==> src/rtl/alu_sequencer.sv <==
// alu_sequencer: registered command front-end for an external combinational ALU.
// Latency: command accepted at edge k, result/flags captured and res_valid high from edge k+SETTLE.
// Backpressure: cmd_ready only in IDLE; the result is held in RESP until res_ready, then IDLE on the same edge.
// Ports: clk/rst (async active-high); cmd_* valid/ready command in; alu_* drive regs out and
//        alu_f/alu_neg/alu_zer in; res_* valid/ready result out; acc accumulator; op_cnt completions.
module alu_sequencer #(
   parameter int WIDTH  = 16,
   parameter int SETTLE = 1
) (
   input  logic             clk,
   input  logic             rst,
   input  logic             cmd_valid,
   output logic             cmd_ready,
   input  logic [2:0]       cmd_opc,
   input  logic [WIDTH-1:0] cmd_m,
   input  logic [WIDTH-1:0] cmd_n,
   input  logic             cmd_c,
   input  logic             cmd_acc,
   output logic [WIDTH-1:0] alu_m,
   output logic [WIDTH-1:0] alu_n,
   output logic             alu_c,
   output logic [2:0]       alu_opc,
   input  logic [WIDTH-1:0] alu_f,
   input  logic             alu_neg,
   input  logic             alu_zer,
   output logic             res_valid,
   input  logic             res_ready,
   output logic [WIDTH-1:0] res_data,
   output logic             res_neg,
   output logic             res_zer,
   output logic [WIDTH-1:0] acc,
   output logic [7:0]       op_cnt
);

   typedef enum logic [1:0] {IDLE, DRIVE, RESP} state_t;

   // Settle counter preload; SETTLE is limited to 1..15 so it fits in 4 bits.
   localparam logic [3:0] SETTLE_M1 = 4'(SETTLE - 1);

   state_t           state_q, state_d;
   logic [3:0]       cnt_q, cnt_d;
   logic [WIDTH-1:0] alu_m_q, alu_m_d;
   logic [WIDTH-1:0] alu_n_q, alu_n_d;
   logic             alu_c_q, alu_c_d;
   logic [2:0]       alu_opc_q, alu_opc_d;
   logic [WIDTH-1:0] res_data_q, res_data_d;
   logic             res_neg_q, res_neg_d;
   logic             res_zer_q, res_zer_d;
   logic [WIDTH-1:0] acc_q, acc_d;
   logic [7:0]       op_cnt_q, op_cnt_d;

   always_comb begin
      state_d    = state_q;
      cnt_d      = cnt_q;
      alu_m_d    = alu_m_q;
      alu_n_d    = alu_n_q;
      alu_c_d    = alu_c_q;
      alu_opc_d  = alu_opc_q;
      res_data_d = res_data_q;
      res_neg_d  = res_neg_q;
      res_zer_d  = res_zer_q;
      acc_d      = acc_q;
      op_cnt_d   = op_cnt_q;
      case (state_q)
         IDLE: begin
            if (cmd_valid) begin
               // ALU drive registers only change here, so the ALU output is stable between commands.
               alu_opc_d = cmd_opc;
               alu_n_d   = cmd_n;
               alu_c_d   = cmd_c;
               alu_m_d   = cmd_acc ? acc_q : cmd_m;
               cnt_d     = SETTLE_M1;
               state_d   = DRIVE;
            end
         end
         DRIVE: begin
            if (cnt_q != 4'd0) begin
               cnt_d = cnt_q - 4'd1;
            end else begin
               res_data_d = alu_f;
               res_neg_d  = alu_neg;
               res_zer_d  = alu_zer;
               acc_d      = alu_f;
               op_cnt_d   = op_cnt_q + 8'd1;
               state_d    = RESP;
            end
         end
         RESP: begin
            if (res_ready) begin
               state_d = IDLE;
            end
         end
         default: state_d = IDLE;
      endcase
   end

   always_ff @(posedge clk or posedge rst) begin
      if (rst) begin
         state_q    <= IDLE;
         cnt_q      <= 4'd0;
         alu_m_q    <= '0;
         alu_n_q    <= '0;
         alu_c_q    <= 1'b0;
         alu_opc_q  <= 3'd0;
         res_data_q <= '0;
         res_neg_q  <= 1'b0;
         res_zer_q  <= 1'b0;
         acc_q      <= '0;
         op_cnt_q   <= 8'd0;
      end else begin
         state_q    <= state_d;
         cnt_q      <= cnt_d;
         alu_m_q    <= alu_m_d;
         alu_n_q    <= alu_n_d;
         alu_c_q    <= alu_c_d;
         alu_opc_q  <= alu_opc_d;
         res_data_q <= res_data_d;
         res_neg_q  <= res_neg_d;
         res_zer_q  <= res_zer_d;
         acc_q      <= acc_d;
         op_cnt_q   <= op_cnt_d;
      end
   end

   // cmd_ready is masked by rst so nothing looks acceptable while the block is held in reset.
   assign cmd_ready = (state_q == IDLE) && !rst;
   assign res_valid = (state_q == RESP);
   assign alu_m     = alu_m_q;
   assign alu_n     = alu_n_q;
   assign alu_c     = alu_c_q;
   assign alu_opc   = alu_opc_q;
   assign res_data  = res_data_q;
   assign res_neg   = res_neg_q;
   assign res_zer   = res_zer_q;
   assign acc       = acc_q;
   assign op_cnt    = op_cnt_q;

endmodule

==> config.mk <==
export PLATFORM = sky130hd
export DESIGN_NAME = alu_sequencer
export DESIGN_NICKNAME = d
export VERILOG_FILES = /design/src/rtl/alu_sequencer.sv
export SDC_FILE = /design/constraint.sdc
export NUM_CORES = 1
export LEC_CHECK = 0
export BUFFER_PORTS_ARGS = -buffer_cell sky130_fd_sc_hd__buf_2
export CAP_MARGIN = 20
export CORE_ASPECT_RATIO = 1.5
export CORE_MARGIN = 2
export CORE_UTILIZATION = 42
export CTS_CLUSTER_DIAMETER = 80
export DETAILED_ROUTE_END_ITERATION = 10
export PLACE_DENSITY = 0.8
export SLEW_MARGIN = 20
export SYNTH_ARGS = -nofsm -noshare
export SYNTH_HDL_FRONTEND = slang
export SYNTH_SLANG_ARGS = --single-unit
export TNS_END_PERCENT = 20
==> constraint.sdc <==
create_clock -name clk -period 2.4 [get_ports clk]
set_input_delay 0.72 -clock clk [delete_from_list [all_inputs] [get_ports clk]]
set_output_delay 0.72 -clock clk [all_outputs]
set_load 0.01 [all_outputs]
After elaboration in Yosys (flattened, before gate mapping)
Cells that the tools add are included.

Register bits: 68. Logic and storage cells: 36. Bits of input ports: 59. Output and inout port bits: 80.

Reduce and logical (&&, ||, !) cells: 9. Equality and inequality tests: 6. $add $sub $neg: 2. Mux-type cells: 8. Bitwise gates (word level): 1.

Operators with widths (count): two-way mux 16 bit (1); adder 8 x 1 -> 8 bit (second input constant) (1); two-way mux 4 bit (2); one-hot mux 4 bit (2 select lines) (1); two-way mux 2 bit (3); != test 2 bit (second input constant) (3); one-hot mux 2 bit (3 select lines) (1); AND reduction 3 bit (2); AND reduction 2 bit (2); nonzero test 4 bit (1); subtractor 4 x 1 -> 4 bit (second input constant) (1); == test 2 x 1 -> 1 bit (second input constant) (1); == test 2 bit (second input constant) (1); zero test 2 bit (1); != test 2 x 1 -> 1 bit (second input constant) (1); nonzero test 2 bit (1); logical AND 1 bit (1); zero test 1 bit (1); inverter 1 bit (1).

Logic depth before layout (Yosys ltp)
Word-level depth: 3. Depth in mapped cells: 6. Gate-level depth less buffers: 5.

Worst setup path after synthesis
No wires, ideal clock.

Path type: input-to-output. Start: input port rst. End: output port cmd_ready. Cell stages on the path: 1. Buffers on the path: 0. Arrival: 979 ps. Data required time: 1680 ps. Path slack: 701 ps. Path through: nor3_1.

Longest elaborated chain between the ends: 2.

Ends and longest elaborated chain: from (decl) (RTL line 11) `input logic rst,`; zero test 1 bit (RTL line 126) `assign cmd_ready = (state_q == IDLE) && !rst;`; logical AND 1 bit (RTL line 126); to (decl) (RTL line 13) `output logic cmd_ready,`.

No other way between the ends.

Worst setup path in the final report
Start: register state_q[1]. End: output port cmd_ready.

Longest elaborated chain between the ends: 2.

Ends and longest elaborated chain: from (decl) (RTL line 40) `state_t state_q, state_d;`; from (signal assigned) (RTL line 111) `state_q <= state_d;`; zero test 2 bit (RTL line 126); logical AND 1 bit (RTL line 126).

No other way between the ends.

==> results.yml <==
status:
  status: "finished, final reports clean"
worst_setup_path:
  critPathLaunchType: "register"
  crit_path_max_incr_delay_ns: 0.48
  arrival_ns: 1.20
  critPathSlowestCell: "dfrtp_1"
  critPathCaptureType: "output port"
  path_cells: "nor3_1 > buf_2"
  critPathRequiredTime_ns: 1.68
  crit_type: "reg2out"
  cp_max_fo: 6
clock_tree:
  htreeDepth: 3
  numCtsBuffers: 9
  cts_tree: "yes"
  clockBufferDepth: 2
  cts_setup_buffers: 0
  clock-sinks: 68
  clockRootBuffer: "clkbuf_8"
  post_cts_resized: 0
  clkTransAtPathRegs_ns: 0.07
  insertion_delay_ns: 0.35
  cts_hold_buf: 0
pwr:
  netSwitchingFraction: 0.375
  p_sw_mw: 2.07
  p_int_mw: 3.45
  pwr-share-clk: 0.188
  p_leak_nw: 2.18
  power_frac_seq: 0.380
  pwr-share-comb: 0.432
  power_density_nw_per_um2: 1410
  ir_worst_vdd_uv: 496
floorplan:
  die_area_um2: 7920
  start_util: 0.436
  core_area_um2: 6940
  io_pins: 139
  die_w_um: 73.3
  dieHeight_um: 108
  floorplan.rows: 37
logic_synthesis:
  synth_top_area_cell: "dfrtp_1"
  yosysTopAreaCellShare: 0.562
  synthesis.nets: 331
  ys_ff_latch: 68
  synth_cell_types: 32
  synth-seq-area-share: 0.562
  syn_area_per_cell_um2: 11.3
  netlist_area_um2: 3030
  synth_area_leaders: "dfrtp_1 56%, nand2_1 9.4%, mux2_4 8.9%"
  syn_inst: 269
  synth-warning-count: 0
sta:
  finalClockSkew_ns: 0.00805
  min_period_ns: 1.92
  relSlewSlack: 0.630
  hold_viol_final: 0
  setup_viol: 0
  fmax_mhz: 521
  rsz0062_at_grt: "false"
  finalMaxSlewViolations: 0
  fin_tns_setup_ns: 0
  worstMarginPinSlew_ns: 0.556
  fin_crit_sh: 0.800
grt:
  grt_max_degree: 32
  grt_pass1_vias: 2300
  grt_use_total: 0.180
  grt-ovfl-total: 0
  grt_pass1_wl_um: 10500
  antenna_found_initial: 0
finish:
  syn_to_final_growth_pct: 29.5
  design_area_um2: 3920
  antennaDiodeCount: 0
  multi_input_area_um2: 1120
  instances_no_fill: 480
  seq_area_um2: 1700
  layout_common_cells: "138 x buf_2, 76 x nand2_1, 68 x dfrtp_1"
  final_layout_size_suffix_gt1_frac: 0.458
  nets: 459
  fill_cells: 598
  mostFrequentLayoutCell: "buf_2"
route:
  drtIter0Drc: 70
  drtAntennaViolNets: 0
  vias_per_cell: 4.88
  num_vias: 2343
  wl_um: 6910
  drcViolationCount: 0
  avgRoutedWirePerCell_um: 14.4
  drt_first_pass_iters: 4
placed_design:
  place_inst: 464
  numPortBuffers: 138
  gp_congestion: 0.731
  place_area_um2: 3700
  dpl.hpwl_um: 5040
run:
  max_cap_violations: 0
worst_hold_path:
  hp-class: "in2async"
[registers in the layout, indices dropped and copies added (netlist names)]
register,flops
acc,16
alu_c,1
alu_m,16
alu_n,16
alu_opc,3
cnt_q,4
op_cnt,8
res_neg,1
res_zer,1
state_q,2
[metrics by stage]
stage          total power, mW  hold slack, ns  setup WS, ns  utilization
2_1_floorplan             3.73           0.473         0.701            -
3_3_place_gp              4.43           0.456         0.349        0.533
3_5_place_dp              4.52           0.461         0.302        0.533
4_1_cts                   5.59           0.421         0.453        0.565
5_1_grt                   5.91           0.444         0.409        0.565
6_report                  5.51           0.423         0.481        0.565
[cell type report]
| class | count | area share |
|---|---|---|
| sequential | 68 | 0.434 |
| clock inverter | 4 | 0.0185 |
| multi-input combinational | 168 | 0.287 |
| inverter | 5 | 0.00575 |
| tap | 78 | 0.0249 |
| clock buffer | 12 | 0.0370 |
| timing repair buffer | 145 | 0.193 |
[power by group through the flow]
stage	sequential (mW)	clock, mW	combinational [mW]
after floorplan	2.29	0	1.44
after global routing	2.16	1.11	2.64
after global placement	2.09	0	2.34
after detailed placement	2.12	0	2.40
after CTS	2.10	1.06	2.43
final	2.09	1.04	2.38
[final timing paths]
kind                            slack (ns)                   start                endpoint  depth (start not counted)
worst max-delay path                  0.48  state_q[1]$_DFFE_PP0P_               cmd_ready                          2
worst min-delay path                  0.42                     rst      acc[1]$_DFFE_PP0P_                          2
worst max register to register        0.54    cnt_q[0]$_DFFE_PP0P_      acc[9]$_DFFE_PP0P_                          6
worst min register to register        0.47  alu_opc[0]$_DFFE_PP0P_  alu_opc[0]$_DFFE_PP0P_                          2
max in group asynchronous             1.41                     rst      acc[9]$_DFFE_PP0P_                          3
min in group clk                      0.47  alu_opc[0]$_DFFE_PP0P_  alu_opc[0]$_DFFE_PP0P_                          2
[kinds of logic (layout without fill, tap and decap cells)]
| kind of cell | count (synthesis) | count (layout) | share of synthesized area |
|---|---|---|---|
| AO/OA/AOI/OAI | 24 | 24 | 0.0434 |
| XOR/XNOR | 7 | 7 | 0.0203 |
| adder cells (fa/ha/maj) | 3 | 3 | 0.0124 |
| buffers and inverters | 33 | 166 | 0.0678 |
| flip-flops | 68 | 68 | 0.562 |
| multiplexers | 36 | 36 | 0.149 |
| AND/OR/NAND/NOR | 98 | 98 | 0.145 |
[cell usage after synthesis]
library cell	instances
buf_2	5
and2_1	1
mux2i_1	17
and3_1	2
inv_1	5
buf_6	2
nor2b_1	1
or3b_1	1
a21oi_1	1
o31ai_1	1
ha_1	3
clkbuf_1	5
or2_2	1
or2b_1	1
buf_4	16
nand4_1	4
nor2_1	1
xnor2_1	7
dfrtp_1	68
nor3_1	1
and4b_1	1
o41ai_1	1
o21ai_0	19
mux2_2	1
nand2b_1	1
nand2_2	1
nor3b_1	2
mux2_4	18
nand2_1	76
o211ai_1	2
nor3b_4	1
nand3_1	3
[worst max-delay path: cells and delay by family (launching register included)]
family | cells | cell delay, ns
DFF | 1 | 0.48
and+or+nand+nor | 1 | 0.21
buffers and inverters | 1 | 0.16
[per-layer routing]
metal	track usage	share of wire	vias up
li1	-	-	1133
met1	0.176	0.39	1103
met2	0.326	0.52	95
met3	0.0475	0.065	12
met4	0.112	0.026	0
met5	0	0	-
No activity file was read; power rests on OpenSTA's default activity.
